[config.mk]
export PLATFORM = sky130hd
export DESIGN_NAME = alu_issue_ctrl
export DESIGN_NICKNAME = d
export VERILOG_FILES = /design/src/rtl/alu_issue_ctrl.sv
export SDC_FILE = /design/constraint.sdc
export NUM_CORES = 1
export LEC_CHECK = 0
export CORE_MARGIN = 4
export CORE_UTILIZATION = 44
export CTS_CLUSTER_DIAMETER = 120
export CTS_CLUSTER_SIZE = 8
export DETAILED_ROUTE_END_ITERATION = 12
export GPL_ROUTABILITY_DRIVEN = 0
export PLACE_DENSITY = 0.85
export SYNTH_ARGS = -nofsm -noshare
export SYNTH_HDL_FRONTEND = slang
export SYNTH_SLANG_ARGS = --single-unit
[constraint.sdc]
create_clock -name clk -period 2 [get_ports clk]
set_clock_uncertainty 0.05 [all_clocks]
set_input_delay 0.4 -clock clk [delete_from_list [all_inputs] [get_ports clk]]
set_output_delay 0.4 -clock clk [all_outputs]
set_load 0.02 [all_outputs]
[src/rtl/alu_issue_ctrl.sv]
// Issue controller for a combinational ALU: registers and isolates operands, waits SETTLE_CYCLES,
// captures the result and holds it under valid/ready until consumed; one operation in flight.
module alu_issue_ctrl #(
  parameter int unsigned SETTLE_CYCLES = 1
) (
  input  logic       clk,
  input  logic       rst_n,
  input  logic       in_valid,
  output logic       in_ready,
  input  logic [3:0] in_A,
  input  logic [3:0] in_B,
  input  logic [3:0] in_Sel,
  output logic [3:0] A,
  output logic [3:0] B,
  output logic [3:0] Sel,
  input  logic [5:0] Y,
  output logic       out_valid,
  input  logic       out_ready,
  output logic [5:0] out_Y,
  output logic [3:0] out_Sel,
  output logic       busy,
  output logic [7:0] op_count
);

  typedef enum logic [1:0] {
    ST_IDLE,
    ST_EXEC,
    ST_HOLD
  } state_t;

  localparam logic [2:0] SETTLE_LD = 3'(SETTLE_CYCLES);

  state_t     r_state;
  state_t     w_state_nxt;
  logic [2:0] r_cnt;
  logic [3:0] r_a;
  logic [3:0] r_b;
  logic [3:0] r_sel;
  logic [5:0] r_out_y;
  logic [3:0] r_out_sel;
  logic       r_out_valid;
  logic [7:0] r_op_count;

  logic       w_in_ready;
  logic       w_accept;
  logic       w_capture;
  logic       w_consume;

  always_ff @(posedge clk or negedge rst_n) begin
    if (!rst_n) begin
      r_state <= ST_IDLE;
    end else begin
      r_state <= w_state_nxt;
    end
  end

  always_comb begin
    w_state_nxt = r_state;
    w_in_ready  = 1'b0;
    w_capture   = 1'b0;
    w_consume   = 1'b0;
    case (r_state)
      ST_IDLE: begin
        w_in_ready = 1'b1;
        if (in_valid) begin
          w_state_nxt = ST_EXEC;
        end
      end
      ST_EXEC: begin
        w_capture = (r_cnt == 3'd1);
        if (w_capture) begin
          w_state_nxt = ST_HOLD;
        end
      end
      ST_HOLD: begin
        // A new operation may enter on the same edge the result leaves: no idle bubble.
        w_in_ready = out_ready;
        w_consume  = out_ready;
        if (out_ready) begin
          w_state_nxt = in_valid ? ST_EXEC : ST_IDLE;
        end
      end
      default: begin
        w_state_nxt = ST_IDLE;
      end
    endcase
  end

  assign w_accept = in_valid && w_in_ready;

  // Operands change only on accept so the ALU inputs never toggle otherwise.
  always_ff @(posedge clk or negedge rst_n) begin
    if (!rst_n) begin
      r_a         <= 4'd0;
      r_b         <= 4'd0;
      r_sel       <= 4'd0;
      r_cnt       <= 3'd0;
      r_out_y     <= 6'd0;
      r_out_sel   <= 4'd0;
      r_out_valid <= 1'b0;
      r_op_count  <= 8'd0;
    end else begin
      if (w_accept) begin
        r_a   <= in_A;
        r_b   <= in_B;
        r_sel <= in_Sel;
        r_cnt <= SETTLE_LD;
      end else if (r_state == ST_EXEC) begin
        r_cnt <= r_cnt - 3'd1;
      end
      if (w_capture) begin
        r_out_y     <= Y;
        r_out_sel   <= r_sel;
        r_out_valid <= 1'b1;
      end else if (w_consume) begin
        r_out_valid <= 1'b0;
        r_op_count  <= r_op_count + 8'd1;
      end
    end
  end

  assign in_ready  = w_in_ready;
  assign A         = r_a;
  assign B         = r_b;
  assign Sel       = r_sel;
  assign out_valid = r_out_valid;
  assign out_Y     = r_out_y;
  assign out_Sel   = r_out_sel;
  assign busy      = (r_state != ST_IDLE);
  assign op_count  = r_op_count;

endmodule

==> flow_metrics.env <==
export IMPL_status="complete, no violations"
export IMPL_finalPower_w=0.003475
export IMPL_finalSetupViolCount=0
export IMPL_grt_pass1_wl_um=5319
export IMPL_fin_util=0.6641
export IMPL_synth_mux_area_frac=0.1955
export IMPL_crit_fanout=2
export IMPL_grt_overflow=0
export IMPL_r2r_cells=5
export IMPL_design_area_mm2=0.002233
export IMPL_htreeDepth=2
export IMPL_p_leak_nw=0.9959
export IMPL_crit_chain="clkdlybuf4s50_1 -> inv_2 -> a21oi_1 -> dlygate4sd2_1"
export IMPL_p_comb_frac=0.529
export IMPL_synth_adder_area_share=0.02414
export IMPL_wire_per_inst_um=14.92
export IMPL_drtPass1Iterations=4
export IMPL_syn_nets=131
export IMPL_synth_ff_type="dfrtp_1"
export IMPL_p_seq_frac=0.369
export IMPL_cts_num_sinks=36
export IMPL_drc_errors=0
export IMPL_drt_iter0_drc=26
export IMPL_clkLatencyLatePin_ns=0.34
export IMPL_clockBufferDepth=2
export IMPL_holdBufCountCts=0
export IMPL_synth_top_family_by_area="multiplexers"
export IMPL_grt_max_degree=37
export IMPL_grt_pass1_vias=1192
export IMPL_yosysUniqueCellTypes=29
export IMPL_cp_required_ns=1.55
export IMPL_fmaxAchievable_mhz=521.6
export IMPL_r2r_start="r_cnt[1]$_DFFE_PN0P_"
export IMPL_crit_path_end_kind="primary output"
export IMPL_io_pins=55
export IMPL_synth_compound_area_frac=0.03138
export IMPL_p_int_w=0.002195
export IMPL_setup_worst_path_start="out_ready"
export IMPL_cts_tree="yes"
export IMPL_viasPerCell=4.797
export IMPL_wl_um=3237
export IMPL_synth_avg_cell_area_um2=14.67
export IMPL_cts_root_buf="clkbuf_4"
export IMPL_synth_cells=106
export IMPL_fin_crit_sh=0.9585
export IMPL_hold_ws_ns=0.4036
export IMPL_r2r_slack_ns=0.28
export IMPL_yosysWarnings=0
export IMPL_die_h_um=67.45
export IMPL_worst_slew_pin_slew_ns=0.4365
export IMPL_io_buffer_count=54
export IMPL_numCtsBuffers=5
export IMPL_antennaDiodeCount=0
export IMPL_critPathSlowestCell="clkdlybuf4s50_1"
export IMPL_die_x_um=67.45
export IMPL_swShare=0.3683
export IMPL_clkTransAtPathRegs_ns=0.11
export IMPL_drive_above_1_share=0.2515
export IMPL_dpl_cell_area_mm2=0.002187
export IMPL_critPathKind="in2out"
export IMPL_clkPwrFrac=0.102
export IMPL_setup_tns_ns=0
export IMPL_synth_xor_area_frac=0.05068
export IMPL_critPathTopFamily="buffers and inverters"
export IMPL_post_cts_setup_buffer_count=0
export IMPL_ir_worst_vdd_uv=1002
export IMPL_cellPowerDensity_mw_per_mm2=1556
export IMPL_grt_usage=0.1654
export IMPL_rsz0062_at_grt="false"
export IMPL_arrival_ns=1.47
export IMPL_maxSlewHeadroom=0.7090
export IMPL_core_mm2=0.003363
export IMPL_async_flop_share=1.000
export IMPL_worst_setup_path_start_kind="input port"
export IMPL_p_switching_w=0.001280
export IMPL_hold_class="in2async"
export IMPL_ys_ff_latch=36
export IMPL_fin_nets=196
export IMPL_yosys_area_share_simple=0.08447
export IMPL_synth_edf_count=0
export IMPL_dp_hpwl_um=2435
export IMPL_synthesis_area_mm2=0.001555
export IMPL_rows=21
export IMPL_slowest_delay_ns=0.52
export IMPL_ant_nets=0
export IMPL_finalHoldViolations=0
export IMPL_dieArea_mm2=0.004550
export IMPL_areaGrowthSynthToFinish_pct=43.60
export IMPL_min_period_ns=1.917
export IMPL_antenna_found_initial=0
export IMPL_cp_buffers_inverters=3
export IMPL_r2r_end="out_Y[2]$_DFFE_PN0P_"
export IMPL_maxSlewViolCount=0
export IMPL_dr_total_vias=1041
export IMPL_fillers=271
export IMPL_drv_cap=0
export IMPL_seq_area_frac_synth=0.5792
export IMPL_initial_utilization=0.4624
stage by stage:
step                std cells  setup slack, ns
detailed placement        210          -0.1930
finish                    217          0.08297
floorplan                 106           0.4931
CTS                       217          0.07027
global placement          210          -0.1876
global route              217         0.004945
layout by cell type, fill, tap and decap left out, types with 2 or more instances in the layout:
| master | instances |
|---|---|
| nand2_1 | 3 |
| nand4_1 | 4 |
| inv_1 | 5 |
| clkdlybuf4s50_1 | 51 |
| xnor2_1 | 5 |
| nor3_1 | 2 |
| dfrtp_1 | 36 |
| mux2_2 | 15 |
| ha_1 | 3 |
| mux2_4 | 9 |
| dlygate4sd2_1 | 2 |
| xor2_1 | 4 |
| buf_4 | 6 |
| clkbuf_4 | 5 |
| nor2_1 | 2 |
worst register-to-register path, cell delays in order (launching register included):
cell and delay, ns:
dfrtp_1 0.37, inv_1 0.09, ha_1 0.14, nor2b_1 0.17, nor2b_4 0.40, mux2_2 0.39
routing by layer:
| metal | vias to the layer above | track usage | routed length [um] | part of all wire |
|---|---|---|---|---|
| met2 | 37 | 0.2626 | 1564 | 0.48 |
| met1 | 508 | 0.1911 | 1334 | 0.41 |
| met3 | 7 | 0.07987 | 281 | 0.087 |
| met4 | 0 | 0.06835 | 56 | 0.017 |
| met5 | - | 0 | 0 | 0 |
| li1 | 489 | - | - | - |
kinds of logic after synthesis:
| family | count (synthesis) |
|---|---|
| buffers and inverters | 9 |
| muxes | 24 |
| DFF | 36 |
| AOI/OAI and AO/OA | 5 |
| and+or+nand+nor | 20 |
| xor gates and xnor gates | 9 |
| adders and majority gates | 3 |
power by group through the flow:
stage | Clock [W] | Sequential, W | Combinational [W]
6_report | 0.000354 | 0.00128 | 0.00184
4_1_cts | 0.000363 | 0.00129 | 0.00187
3_5_place_dp | 0 | 0.00129 | 0.00188
3_3_place_gp | 0 | 0.00127 | 0.00182
2_1_floorplan | 0 | 0.00160 | 0.000731
5_1_grt | 0.000396 | 0.00133 | 0.00197
synth_stat cells (2+ instances only):
| cell type | n | area share |
|---|---|---|
| dfrtp_1 | 36 | 0.58 |
| mux2_2 | 15 | 0.11 |
| mux2_4 | 9 | 0.087 |
| inv_1 | 5 | 0.012 |
| xnor2_1 | 5 | 0.028 |
| nand4_1 | 4 | 0.016 |
| xor2_1 | 4 | 0.023 |
| ha_1 | 3 | 0.024 |
| nand2_1 | 3 | 0.0072 |
| nor2_1 | 2 | 0.0048 |
| nor3_1 | 2 | 0.0064 |
timing repair:
| action | in CTS | in global routing |
|---|---|---|
| endpoints found under the setup margin | 2 | 1 |
| gates resized for setup | 2 | 1 |
| hold endpoints to repair | 0 | 0 |
worst max path at each step:
stage | to | slack, ns | cells after the start
finish | in_ready | 0.08 | 4
global route | in_ready | 0.005 | 4
CTS | in_ready | 0.07 | 4
detailed placement | in_ready | -0.19 | 4
global placement | in_ready | -0.19 | 4
floorplan | out_Y[0]$_DFFE_PN0P_ | 0.49 | 6
sequential cells by signal, summed over array words and instances, names as in the netlist:
register   count
r_state        2
out_Sel        4
op_count       8
out_Y          6
Sel            4
out_valid      1
A              4
r_cnt          3
B              4
final cells by class:
cell class	instances	area, um^2	area share
Inverter	6	22.52	0.01008
Clock inverter	1	5.005	0.002241
Clock buffer	6	41.29	0.01849
Timing Repair Buffer	61	605.6	0.2711
Sequential cell	36	900.9	0.4034
Tap cell	46	57.56	0.02577
Multi-Input combinational cell	61	600.6	0.2689
(Power assumes the default switching activity.)
==> edit 1: new RTL, same settings <==
Re-encode `state_t` (3 states) as one-hot, 3 bits wide.
--- a/src/rtl/alu_issue_ctrl.sv
+++ b/src/rtl/alu_issue_ctrl.sv
@@ -24,6 +24,6 @@
 
-  typedef enum logic [1:0] {
-    ST_IDLE,
-    ST_EXEC,
-    ST_HOLD
+  typedef enum logic [2:0] {
+    ST_IDLE = 3'b001,
+    ST_EXEC = 3'b010,
+    ST_HOLD = 3'b100
   } state_t;
Behaviour: no difference found for any inputs over 10 cycles, from zero or initial values and one cycle with rst_n low; not proved beyond that.
==> edit 1 against the original RTL <==
- first-iteration DRC count grew 81%
- critical path depth decreased by 1
- synthesized area is 6.1% higher
- routed wire length grew 3.6%
- power is 2.8% higher
- final area grew 5.4%
- clock power is 44% higher
- setup slack gained 39 ps
- core utilization is 1.5 points higher
- sequential cell count is 1 higher
- largest power group unchanged
==> edit 1: results (changes against the original RTL) <==
status finished, final reports clean; Slew @ Worst Pin 793 ps (+357 ps); CP max-delay cell dfstp_2; RR Endpoint B[3]; Worst Hold Class primary input to asynchronous set/reset pin; synth warn 0 (unchanged); drt total wl 3350 microns (+3.6%); max reg flops 8 (unchanged); beginning of the critical path r_state[0]; synthesized net count 144 (+9.9%); max incr delay on CP 600 ps (+80 ps); Top Layer Used met4; share of cells above drive strength 1 24.6% (-0.56 points); post-synthesis cell type count 32 (+10%); Clk power 0.511 mW (+44%); Final Hold Slack 150 ps (-253 ps); Clock Path Buffers 2 (unchanged); post-DP HPWL 2550 microns (+4.8%); area of placed instances 2260 sq um (+3.1%); minimum clock period after layout 1880 ps (-39.4 ps); sequential share of the synthesized area 56.2% (-1.7 points); Power Total 3.57 mW (+2.8%); Total GRT Usage 15.2% (-1.4 points); first-pass GRT wire length 5800 microns (+9.1%); met1 global-route usage 17.6% (-1.5 points); DRT Pass-1 Iters 2 (-2); Comb. pwr 1.79 mW (-3%); Post-Place Cells 220 (+4.8%); post-route insts no fill 229 (+5.5%); IO buf count 54 (unchanged); Via Count 1106 (+6.2%); Worst-Skew Late Latency 290 ps (-50 ps); Synth area leaders dfrtp_1 55%, mux2_2 11%, mux2_4 5.5%; via count of the first global-routing pass 1214 (+1.8%); CP max FO 7 (+5); met2 WL 1620 microns (+3.3%); Synth top cells by count 36 x dfrtp_1, 16 x mux2_2, 8 x nand2_1; Iter 0 DRT Violations 47 (+81%); clk slew on worst S/H paths 60 ps (-50 ps); metal1 wirelength 1410 microns (+5.9%); M3 GR Usage 6.81% (-1.2 points); crit-path leading delay family flip-flops; VDD IR max 861 uV (-14%); grt met2 use 24.8% (-1.5 points); Post-Syn Instances 119 (+12%); P_int 2.31 mW (+5.1%); PostCTS Resize Cnt 2 (unchanged); Pleak 1.03 nW (+3.9%); worst reg2reg startpoint r_state[2]; R2R Setup Slk 290 ps; Final nets 208 (+6.1%); Root Driver clkbuf_8; pin count of the biggest net entering global routing 38 (+2.7%); met3 wire length 275 microns (-2.1%); pre-CTS setup slack -147 ps (+46.4 ps); Data arrival, critical path 1430 ps (-40 ps); crit path capture in_ready
## edit 1: cell count changes in the layout (fill, tap and decap cells not counted), moves of 2 or more
cell | unedited run | this run
nor2b_1 | 1 | 3
nand2_1 | 3 | 8
mux2_4 | 9 | 6
nand3_1 | 0 | 2
clkbuf_4 | 5 | 0
nor2_1 | 2 | 4
clkbuf_8 | 0 | 6
and4bb_2 | 0 | 2
nand4_1 | 4 | 2
## edit 1: cell families after synthesis
| logic type | share of synthesized area [%] |
|---|---|
| fa+ha+maj | 2.27 |
| mux | 16.4 |
| xor+xnor | 4.78 |
| buf+inv | 3.41 |
| compound gates | 3.03 |
| simple gates | 14.0 |
| flops | 56.2 |
## edit 1: final cells by class
class / instances / area [sq um]
multi-input combinational: 73 / 667
clock buffer: 7 / 86.3
fill: 286 / 1110
inverter: 5 / 18.8
sequential: 37 / 927
timing repair buffer: 61 / 598
tap: 46 / 57.6
==> edit 2: new RTL, config.mk and constraints unchanged <==
Without the edit above. Reset style: synchronous (`rst_n`), changed in 2 clocked blocks.
--- a/src/rtl/alu_issue_ctrl.sv
+++ b/src/rtl/alu_issue_ctrl.sv
@@ -48,3 +48,3 @@
 
-  always_ff @(posedge clk or negedge rst_n) begin
+  always_ff @(posedge clk) begin
     if (!rst_n) begin
@@ -91,3 +91,3 @@
   // Operands change only on accept so the ALU inputs never toggle otherwise.
-  always_ff @(posedge clk or negedge rst_n) begin
+  always_ff @(posedge clk) begin
     if (!rst_n) begin
Function: differs if rst_n is asserted again (counterexample within 4 cycles, from zero or initial values and one cycle with rst_n low); with rst_n held inactive, the same outputs for 10 cycles.
==> edit 2 against the original RTL <==
- sequential cell count stayed put
- setup slack gained 43 ps
- routed wire length up 5.1%
- synthesized area grew 0.16%
- final area down 0.50%
- final cell count is 26% higher
- count of clock-buffer cells in the layout unchanged
- critical endpoint unchanged
- largest cell class is now multi-input gates
Power is not compared: it rests on default switching activity, and its combinational part moved more than twofold at a synthesized area within 25%.
==> edit 2: results (changes against the original RTL) <==
status finished, final reports clean; Total GRT Usage 15.5% (-1.0 points); max reg flops 8 (unchanged); TritonCTS Buffers 5 (unchanged); area of placed instances 2160 sq um (-1.3%); Synth top cells by count 36 x dfxtp_1, 31 x a21oi_1, 23 x nand2_1; pre-CTS setup slack -171 ps (+21.9 ps); drt total wl 3400 microns (+5.1%); sequential share of the synthesized area 46.3% (-12 points); max incr delay on CP 540 ps (+20 ps); Worst-Skew Late Latency 340 ps (about the same); Top Layer Used met4; Pleak roughly 0.83 nW; Final nets 252 (+29%); Post-Syn Instances 170 (+60%); M3 GR Usage 3.33% (-4.7 points); synthesized net count 195 (+49%); CP max-delay cell clkdlybuf4s50_1; grt met2 use 23.9% (-2.3 points); met2 WL 1570 microns (about the same); share of cells above drive strength 1 9.21% (-16 points); Slew @ Worst Pin 503 ps (+66.3 ps); post-synthesis cell type count 32 (+10%); initial antenna violation count 0 (unchanged); Worst Hold Class flip-flop to flip-flop; clk slew on worst S/H paths ~100 ps; Fillers 270 (-0.37%); antenna fix cells 0 (unchanged); main flop type after synthesis dfxtp_1; post-route insts no fill 274 (+26%); asr flop ratio synth 0% (-100 points); first-pass GRT wire length 5400 microns (+1.4%); pin count of the biggest net entering global routing 35 (-5.4%); Synth area leader dfxtp_1; metal1 wirelength 1580 microns (+18%); via count of the first global-routing pass 1247 (+4.6%); met1 global-route usage 19.8% (+0.64 points); Via density 5.09 (+6.1%); Synth area leaders dfxtp_1 46%, a21oi_1 10%, or4b_1 7.7%; Clock Path Buffers 2 (unchanged); VDD IR max around 330 uV; DRT Pass-1 Iters 4 (unchanged); CP max FO 2 (unchanged); H-tree depth 2 (unchanged); Post-Place Cells 266 (+27%); met3 wire length 155 microns (-45%); Data arrival, critical path 1420 ps (-50 ps); Yosys top cell area share 46.3% (-12 points); post-DP HPWL 2380 microns (-2.5%); Iter 0 DRT Violations 95 (+270%); synth warn 0 (unchanged)
-- edit 2: where the power goes --
group / internal (mW) / switching, mW / leakage, nW
clock: 0.167 / 0.233 / 0.0380
sequential: 0.750 / 0.0207 / 0.293
combinational: 0.144 / 0.135 / 0.501
total: 1.06 / 0.389 / 0.832
-- edit 2: metrics by stage --
stage               hold WS, ps  TNS [ps]  utilization, %  total power, mW
detailed placement          398      -171            63.7             1.07
global placement            391      -164            63.7             1.06
CTS                         413         0            65.5             1.47
global route                431         0            65.6             1.52
floorplan                   461         0               -            0.939
finish                      409         0            65.6             1.45
-- edit 2: logic make-up (layout without fill, tap and decap cells) --
kind of cell	count (synthesis)	count (layout)	share of synthesized area [%]
DFF	36	36	46.3
xor gates and xnor gates	4	4	2.25
and+or+nand+nor	59	59	24.9
AOI/OAI and AO/OA	50	50	18.7
adders and majority gates	3	3	2.41
muxes	1	1	0.643
buffers and inverters	17	75	4.82
-- edit 2: area by class of cell --
class,instances,area share (%)
clock inverter,2,0.450
timing repair buffer,62,27.1
clock buffer,6,2.31
inverter,5,0.845
tap,46,2.59
multi-input combinational,117,34.3
sequential,36,32.4
-- edit 2: timing repair --
item                       4_1_cts  5_1_grt
pin swaps                        0        0
gates resized for setup          1        1
setup endpoints to repair        1        1
buffers inserted                 0        0
-- edit 2: worst paths after layout --
kind	slack [ps]	start	cells after the start	to
min	410	out_Sel[3]	2	out_Sel[3]
max	130	out_ready	4	in_ready
max reg2reg	520	r_cnt[0]	4	out_Y[5]
min reg2reg	410	out_Sel[3]	2	out_Sel[3]
-- edit 2: critical path, delay by kind of cell --
kind | cells | cell delay (ps)
buf+inv | 2 | 890
simple gates | 2 | 140
